**src/rtl/alu_cmd_sequencer.sv**
```systemverilog
// Command FIFO + issue/capture sequencer wrapped around a 4-bit combinational ALU.
// Optional `define ALU_ERR_FLAG_EN adds res_err_o and keeps the accumulator on divide/mod by zero.
module alu_cmd_sequencer #(
  parameter int DEPTH = 4
) (
  input  logic                  clk_i,
  input  logic                  rst_ni,
  input  logic                  cmd_valid_i,
  output logic                  cmd_ready_o,
  input  logic [2:0]            cmd_sel_i,
  input  logic [3:0]            cmd_a_i,
  input  logic [3:0]            cmd_b_i,
  input  logic                  cmd_use_acc_i,
  output logic [3:0]            alu_a_o,
  output logic [3:0]            alu_b_o,
  output logic [2:0]            alu_sel_o,
  input  logic [4:0]            alu_out_i,
  output logic                  res_valid_o,
  input  logic                  res_ready_i,
  output logic [4:0]            res_data_o,
  output logic [2:0]            res_sel_o,
  output logic                  busy_o,
`ifdef ALU_ERR_FLAG_EN
  output logic                  res_err_o,
`endif
  output logic [$clog2(DEPTH):0] fifo_count_o
);

  localparam int CW = $clog2(DEPTH) + 1;
  localparam int AW = $clog2(DEPTH);

  typedef enum logic [1:0] {IDLE, ISSUE, CAPTURE, RESULT} state_e;

  typedef struct packed {
    logic [2:0] sel;
    logic [3:0] a;
    logic [3:0] b;
    logic       use_acc;
  } cmd_t;

  cmd_t          mem_q [DEPTH];
  cmd_t          head;
  logic [AW-1:0] wr_ptr_q, rd_ptr_q;
  logic [CW-1:0] count_q, count_d;
  state_e        state_q, state_d;
  logic [3:0]    alu_a_q, alu_a_d, alu_b_q, alu_b_d;
  logic [2:0]    alu_sel_q, alu_sel_d;
  logic          res_valid_q, res_valid_d;
  logic [4:0]    res_data_q, res_data_d;
  logic [2:0]    res_sel_q, res_sel_d;
  logic [4:0]    acc_q, acc_d;
  logic          push, pop, fifo_empty;
`ifdef ALU_ERR_FLAG_EN
  logic          res_err_q, res_err_d, cap_err;
  assign cap_err   = ((alu_sel_q == 3'b011) || (alu_sel_q == 3'b100)) && (alu_b_q == 4'd0);
  assign res_err_o = res_err_q;
`endif

  // Ready is derived from the registered count only, so pop never reaches it combinationally.
  assign fifo_empty   = (count_q == '0);
  assign cmd_ready_o  = (count_q != CW'(DEPTH));
  assign push         = cmd_valid_i && cmd_ready_o;
  assign head         = mem_q[rd_ptr_q];
  assign fifo_count_o = count_q;
  assign busy_o       = (state_q != IDLE) || !fifo_empty;
  assign alu_a_o      = alu_a_q;
  assign alu_b_o      = alu_b_q;
  assign alu_sel_o    = alu_sel_q;
  assign res_valid_o  = res_valid_q;
  assign res_data_o   = res_data_q;
  assign res_sel_o    = res_sel_q;

  always_comb begin
    state_d     = state_q;
    pop         = 1'b0;
    alu_a_d     = alu_a_q;
    alu_b_d     = alu_b_q;
    alu_sel_d   = alu_sel_q;
    res_valid_d = res_valid_q;
    res_data_d  = res_data_q;
    res_sel_d   = res_sel_q;
    acc_d       = acc_q;
`ifdef ALU_ERR_FLAG_EN
    res_err_d   = res_err_q;
`endif
    case (state_q)
      IDLE: begin
        if (!fifo_empty) begin
          pop     = 1'b1;
          state_d = ISSUE;
        end
      end
      ISSUE: state_d = CAPTURE;
      CAPTURE: begin
        res_data_d  = alu_out_i;
        res_sel_d   = alu_sel_q;
        res_valid_d = 1'b1;
`ifdef ALU_ERR_FLAG_EN
        res_err_d   = cap_err;
        if (!cap_err) acc_d = alu_out_i;
`else
        acc_d       = alu_out_i;
`endif
        state_d     = RESULT;
      end
      RESULT: begin
        if (res_ready_i) begin
          res_valid_d = 1'b0;
          if (!fifo_empty) begin
            pop     = 1'b1;
            state_d = ISSUE;
          end else begin
            state_d = IDLE;
          end
        end
      end
      default: state_d = IDLE;
    endcase
    // The accumulator read here was written at the preceding capture, so chaining needs no bypass.
    if (pop) begin
      alu_a_d   = head.use_acc ? acc_q[3:0] : head.a;
      alu_b_d   = head.b;
      alu_sel_d = head.sel;
    end
  end

  always_comb begin
    count_d = count_q;
    case ({push, pop})
      2'b10:   count_d = count_q + CW'(1);
      2'b01:   count_d = count_q - CW'(1);
      default: count_d = count_q;
    endcase
  end

  always_ff @(posedge clk_i) begin
    if (push) mem_q[wr_ptr_q] <= '{sel: cmd_sel_i, a: cmd_a_i, b: cmd_b_i, use_acc: cmd_use_acc_i};
  end

  always_ff @(posedge clk_i) begin
    if (!rst_ni) begin
      state_q     <= IDLE;
      wr_ptr_q    <= '0;
      rd_ptr_q    <= '0;
      count_q     <= '0;
      alu_a_q     <= '0;
      alu_b_q     <= '0;
      alu_sel_q   <= '0;
      res_valid_q <= 1'b0;
      res_data_q  <= '0;
      res_sel_q   <= '0;
      acc_q       <= '0;
`ifdef ALU_ERR_FLAG_EN
      res_err_q   <= 1'b0;
`endif
    end else begin
      state_q     <= state_d;
      count_q     <= count_d;
      alu_a_q     <= alu_a_d;
      alu_b_q     <= alu_b_d;
      alu_sel_q   <= alu_sel_d;
      res_valid_q <= res_valid_d;
      res_data_q  <= res_data_d;
      res_sel_q   <= res_sel_d;
      acc_q       <= acc_d;
`ifdef ALU_ERR_FLAG_EN
      res_err_q   <= res_err_d;
`endif
      if (push) wr_ptr_q <= wr_ptr_q + AW'(1);
      if (pop)  rd_ptr_q <= rd_ptr_q + AW'(1);
    end
  end

endmodule

```
**config.mk**
```make
export PLATFORM = sky130hd
export DESIGN_NAME = alu_cmd_sequencer
export DESIGN_NICKNAME = d
export VERILOG_FILES = /design/src/rtl/alu_cmd_sequencer.sv
export SDC_FILE = /design/constraint.sdc
export NUM_CORES = 1
export LEC_CHECK = 0
export BUFFER_PORTS_ARGS = -buffer_cell sky130_fd_sc_hd__buf_2
export CAP_MARGIN = 20
export CORE_MARGIN = 2
export CORE_UTILIZATION = 60
export CTS_CLUSTER_SIZE = 14
export DETAILED_ROUTE_END_ITERATION = 10
export GPL_TIMING_DRIVEN = 0
export PLACE_DENSITY_LB_ADDON = 0.08
export SKIP_CTS_REPAIR_TIMING = 1
export SLEW_MARGIN = 25
export SYNTH_ARGS = -nofsm -noshare
export SYNTH_HDL_FRONTEND = slang
export SYNTH_SLANG_ARGS = --single-unit
export TNS_END_PERCENT = 20
```
**constraint.sdc**
```tcl
create_clock -name clk_i -period 7.5 [get_ports clk_i]
set_input_delay 1.5 -clock clk_i [delete_from_list [all_inputs] [get_ports clk_i]]
set_output_delay 1.5 -clock clk_i [all_outputs]
set_load 0.05 [all_outputs]
```
==> metrics.md, run 1 <==
| Metric | Value |
|---|---|
| Share of layout cells above drive strength 1 | 28.1% |
| Post-DP HPWL | 3.83 mm |
| H-tree level count | 3 |
| Top cell by count, worst path | a21oi_1 |
| Placer Congestion | 0.864 |
| Largest stage delay on the critical path | 630 ps |
| First-pass GRT wire length | 9.49 mm |
| Critical path type | in2reg |
| Initial antenna violation count | 0 |
| Clk sinks | just under 80 |
| Clk slew on worst S/H paths | 80 ps |
| Vias | a little under 2000 |
| Comb power frac | between 30% and 40% |
| Switching share of total power | between 30% and 40% |
| Via density per instance | between 5 and 6 |
| Fmax | 0.282 GHz |
| Clock skew | 5.39 ps |
| Worst Path Required | between 7000 and 8000 ps |
| Initial Util | between 60% and 70% |
| Num ports | between 40 and 50 |
| GRT overflow | 0 |
| Setup slack after layout | 3950 ps |
| Syn Inst Count | 218 |
| Vias in the first global route | roughly 2000 |
| Unrepaired setup endpoints after global routing | no |
| Syn nets | between 200 and 250 |
| DRC | 0 |
| Clock power frac | 22.5% |
| Seq/Total Area, Yosys | 64.8% |
| Status | finished clean |
| Post-synthesis register bit count | 79 |
| Leak | 1.39 nW |
| Worst Max-Slew Pin Slew | 784 ps |
| TNS Setup | 0 ps |
| NumNets Final | 304 |
| Final hold vios | 0 |
| CP bufs+invs | 2 |
| Pin count of the biggest net entering global routing | 14 |
| Worst IR Drop VDD | 0.201 mV |
| Tightest hold margin | about 480 ps |
| # rows | 26 |
| Clk_lat worst skew | 350 ps |
| CTS root buf | clkbuf_8 |
| Synthesis Warnings | 0 |
| Worst setup EP type | flip-flop |
| Ant diodes | 0 |
| Synth Area per Inst | 14.6 um^2 |
| Max cap viols | 0 |
| Unique masters post-synth | 35 |
| Synthesis-to-finish area growth | 15.9% |
| Final setup viols | 0 |
| Arr. time, crit path | 3830 ps |
| Post-Place Setup Slack | 3660 ps |
| CTS Buf Count | 9 |
| Layout Cells excl Fill | roughly 350 |
| CTS tree | done |
| Post-layout min period | 3550 ps |
| Clock Path Buffers | 2 |
| Placed Cells | 332 |
| CP Max Fanout | 10 |
| CORE AREA | 0.00511 mm^2 |
| Hold/Removal Path Class | reg2reg |
| Routed WL | about 5.8 mm |
| Die area | approximately 0.0059 mm^2 |
| Input/output buffers | 44 |
| Wire per inst | 16.6 um |
| Worst slew margin | 47.0% |
| CP max-delay cell | nor3_1 |
| Pwr/cell area | 373 mW/mm^2 |
| Final period utilization | 47.3% |
| Die Y-Extent | between 70 and 80 um |
| CP Launch Type | input port |
| CP cell instances | buf_2, a21oi_1, nor3_1, ha_1, inv_1, fa_1, xor2_1, or3_1, a21oi_1 |
| Antenna-violating nets left | 0 |
| R2R Path Start | state_q[1] |
| Family with the most delay on the worst path | simple AND/OR/NAND/NOR gates |
| Pins over their slew limit | 0 |
| HP Start | alu_b_o[2] |
| DIE WIDTH | 76.9 um |
| Drt initial violations | 123 |
| Flop pwr share | 41.3% |
| Total GRT Usage | 21.3% |
| Cell area after synthesis | 0.00318 mm^2 |
| NetSw | around 0.53 mW |
| Origin of the worst setup path | res_ready_i |
| Internal | 0.848 mW |
| Drt pass-1 iters | 5 |
[cells in the mapped netlist]
cell type	count	share of area [%]
edfxtp_1	48	45
dfxtp_1	31	19
a21oi_1	16	2.5
mux2i_1	13	4.1
nor2_1	13	1.5
mux4_2	12	8.5
ha_1	9	3.5
inv_1	9	1.1
o31ai_1	9	2.1
nand4_1	8	1.6
a211oi_1	4	0.94
a31oi_1	4	0.79
and3_1	4	0.79
clkbuf_1	4	0.47
a21o_1	3	0.71
buf_1	3	0.35
buf_2	3	0.47
nand2_1	3	0.35
nand3_1	2	0.31
nor2b_1	2	0.39
o21ai_0	2	0.31
or3_1	2	0.39
xor2_1	2	0.55
a211o_1	1	0.28
buf_6	1	0.35
fa_1	1	0.63
inv_2	1	0.12
nand2b_1	1	0.20
nor3_1	1	0.16
nor3_2	1	0.31
nor4b_1	1	0.28
o311a_1	1	0.31
or3_4	1	0.35
or3b_1	1	0.28
or4_1	1	0.24
[kinds of logic after synthesis]
family | count (synthesis) | synth area share, %
compound gates | 40 | 7.98
buf+inv | 21 | 2.83
mux | 25 | 12.6
xor+xnor | 2 | 0.550
flops | 79 | 64.8
fa+ha+maj | 10 | 4.17
simple gates | 41 | 7.15
[area by class of cell]
type                            instances  area [um^2]
Sequential cell                        79         2060
Buffer                                 11         52.6
Inverter                               10         37.5
Timing Repair Buffer                   44          220
Clock buffer                           11          141
Clock inverter                          5         57.6
Tap cell                               70         87.6
Fill cell                             343         1420
Multi-Input combinational cell        118         1030
[metal layers]
metal	global-route usage, %	part of all wire, %	wire length (um)
met5	0	0	0
met4	9.27	1.7	100
met3	6.00	4.5	260
met2	34.5	50	2910
met1	27.1	43	2510
[worst register-to-register path, delay by kind of cell, from the launching register on]
kind                       cells  cell delay, ps
xor gates and xnor gates       1             180
AOI/OAI and AO/OA              2             390
and+or+nand+nor                2             940
DFF                            1             410
buffers and inverters          1              60
adders and majority gates      3             970
[worst paths after layout]
check | cells after the start | slack, ps | endpoint
max reg2reg | 9 | 4490 | fifo_count_o[2]
min reg2reg | 2 | 480 | alu_b_o[2]
min | 2 | 480 | alu_b_o[2]
max | 9 | 3950 | fifo_count_o[2]
[placed cells by master (no fill, tap or decap), drive strengths merged, types with 3 or more instances in the layout]
cell type  Yosys  layout
a211oi         4       4
a21o           3       3
a21oi         16      16
a31oi          4       4
and3           4       4
buf            7      51
clkbuf         4      15
clkinv         0       4
dfxtp         31      31
edfxtp        48      48
ha             9       9
inv           10      10
mux2i         13      13
mux4          12      12
nand2          3       3
nand4          8       8
nor2          13      13
o31ai          9       9
or3            3       3
[power by group through the flow]
stage | Sequential, mW | Combinational [mW] | Clock, mW
2_1_floorplan | 0.677 | 0.278 | 0
3_3_place_gp | 0.576 | 0.490 | 0
3_5_place_dp | 0.578 | 0.496 | 0
4_1_cts | 0.568 | 0.500 | 0.314
5_1_grt | 0.576 | 0.541 | 0.333
6_report | 0.568 | 0.499 | 0.310
[sequential cells by signal, indices dropped and copies added, names as in the netlist, 2 cells and up, named ones only]
name / count
acc_q: 5
alu_a_o: 4
alu_b_o: 4
alu_sel_o: 3
fifo_count_o: 3
mem_q: 48
rd_ptr_q: 2
res_sel_o: 3
state_q: 2
wr_ptr_q: 2
[stage by stage]
stage	utilization, %	power [mW]	instance area, um^2
after floorplan	-	0.955	3180
after global placement	68.4	1.07	3490
after detailed placement	68.4	1.07	3490
after CTS	72.3	1.38	3690
after global routing	72.3	1.45	3690
final	72.3	1.38	3690
Power figures use the tool's default switching activity.
==> run 2, diff against run 1 <==
--- a/config.mk
+++ b/config.mk
@@ -8,7 +8,7 @@
 export BUFFER_PORTS_ARGS = -buffer_cell sky130_fd_sc_hd__buf_2
 export CAP_MARGIN = 20
 export CORE_MARGIN = 2
-export CORE_UTILIZATION = 60
+export CORE_UTILIZATION = 51
 export CTS_CLUSTER_SIZE = 14
 export DETAILED_ROUTE_END_ITERATION = 10
 export GPL_TIMING_DRIVEN = 0
==> constraint.sdc (replaced) <==
create_clock -name clk_i -period 3.01 [get_ports clk_i]
set_input_delay 0.602 -clock clk_i [delete_from_list [all_inputs] [get_ports clk_i]]
set_output_delay 0.602 -clock clk_i [all_outputs]
set_load 0.05 [all_outputs]
==> metrics.md, run 2 (synthesized netlist as in run 1, its figures left out) <==
| Metric | Value |
|---|---|
| Status | finished clean |
| Fillers | 493 |
| Final Power | 3.68 mW |
| Final instance area | 0.00377 mm^2 |
| Input/output buffers | 44 |
| CP Launch Type | flip-flop |
| Reg area | about 0.0021 mm^2 |
| Comb power frac | between 30% and 40% |
| First-pass GRT wire length | 9.26 mm |
| Final Util | about 63% |
| Final setup viols | 0 |
| Highest metal layer with signal wires | met4 |
| Clk slew on worst S/H paths | ~80 ps |
| CTS Buf Count | 9 |
| Worst Path Required | roughly 3300 ps |
| Synthesis-to-finish area growth | 18.4% |
| Share of layout cells above drive strength 1 | 28.8% |
| Hold/Removal Path Class | in2reg |
| Most flops, register | mem_q |
| Most common cell after layout, fill and taps aside | edfxtp_1 |
| Final hold vios | 0 |
| Largest regs | mem_q (48), acc_q (5) |
| CORE AREA | 0.00599 mm^2 |
| Worst slew margin | 46.4% |
| CTS root buf | clkbuf_8 |
| Clock skew | between 5 and 6 ps |
| Wire per inst | 16.3 um |
| Ant diodes | 0 |
| Die area | around 0.0069 mm^2 |
| Placed Cells | 337 |
| Pwr/cell area | roughly 970 mW/mm^2 |
| CP Max Fanout | 10 |
| Internal | 2.34 mW |
| Initial Util | 53.2% |
| H-tree level count | 3 |
| WL met2 | 2.74 mm |
| Fmax | 0.362 GHz |
| TNS Setup | 0 ps |
| Post-Place Setup Slack | 28.0 ps |
| Critical path type | reg2reg |
| Post-DP HPWL | 3.94 mm |
| Flop pwr share | around 39% |
| Pins over their slew limit | 0 |
| Layout Cells excl Fill | 353 |
| Clk_lat worst skew | 350 ps |
| Arr. time, crit path | 3040 ps |
| Setup slack after layout | 250 ps |
| Vias | 1945 |
| Post-layout min period | roughly 2800 ps |
| Routed WL | 5.74 mm |
| Met3 wire len | 270 um |
| Die Y-Extent | 83.0 um |
| Area occupied by multi-input gates | 0.00104 mm^2 |
| Placer Congestion | about 0.76 |
| Drt initial violations | 79 |
| Most frequent cells in the layout | edfxtp_1, buf_2, dfxtp_1 |
| Worst setup EP type | flip-flop |
| Unrepaired setup endpoints after global routing | no |
| CTS tree | done |
| GRT overflow | 0 |
| Drt pass-1 iters | 4 |
| Initial antenna violation count | 0 |
| Max FFs per register | 48 |
| Tightest hold margin | between 400 and 500 ps |
| Antenna-violating nets left | 0 |
| Max cap viols | 0 |
| Num ports | 46 |
| M1 WL | about 2.6 mm |
| DRC | 0 |
| # rows | 28 |
| Clock power frac | 27.8% |
| Area after DPL | 0.00350 mm^2 |
| Vias in the first global route | about 1800 |
| Via density per instance | 5.51 |
| Worst Max-Slew Pin Slew | around 800 ps |
| Total GRT Usage | 17.9% |
| NetSw | 1.33 mW |
| Clock Path Buffers | 2 |
| Leak | 1.42 nW |
| Clk sinks | 79 |
| NumNets Final | 304 |
| Pin count of the biggest net entering global routing | 15 |
| Final period utilization | about nine tenths |
| Switching share of total power | 36.2% |
| Worst IR Drop VDD | 0.545 mV |
| DIE WIDTH | 83.0 um |
## run 2: changes by cell type in the layout (fill, tap and decap cells not counted), sizes merged
cell / previous run / this run
clkinv: 4 / 0
clkinvlp: 0 / 2
bufinv: 1 / 4
clkbuf: 15 / 13
inv: 10 / 11
## run 2: worst paths after layout
kind | endpoint | slack [ps] | cells after the start | from
setup reg to reg | fifo_count_o[2] | 250 | 10 | state_q[1]
setup / recovery | fifo_count_o[2] | 250 | 10 | state_q[1]
hold / removal | mem_q[1][1] | 460 | 1 | cmd_b_i[0]
hold reg to reg | res_valid_o | 480 | 2 | res_valid_o
## run 2: worst max-delay path: stages, from the launching register on
cell and delay, ps:
dfxtp_1 400, inv_1 80, ha_1 290, buf_2 190, nor3_2 400, ha_1 270
inv_1 60, fa_1 370, xor2_1 170, or3_1 300, a21oi_1 140
## run 2: cell type report
type	count	area share (%)
Clock inverter	7	3.82
Sequential cell	79	54.7
Timing Repair Buffer	44	5.84
Inverter	10	0.995
Clock buffer	9	3.28
Multi-Input combinational cell	118	27.5
Buffer	11	1.39
Tap cell	75	2.49
## run 2: per-layer routing
layer,up-vias,GRT usage (%)
met4,0,8.49
met2,51,26.7
met3,11,6.06
li1,946,-
met1,937,23.5
met5,-,0
## run 2: power by group through the flow
stage	logic [mW]	registers, mW	clock network, mW
floorplan	0.693	1.69	0
global placement	1.22	1.44	0
detailed placement	1.24	1.44	0
CTS	1.24	1.42	1.04
global route	1.36	1.44	1.08
finish	1.24	1.41	1.02
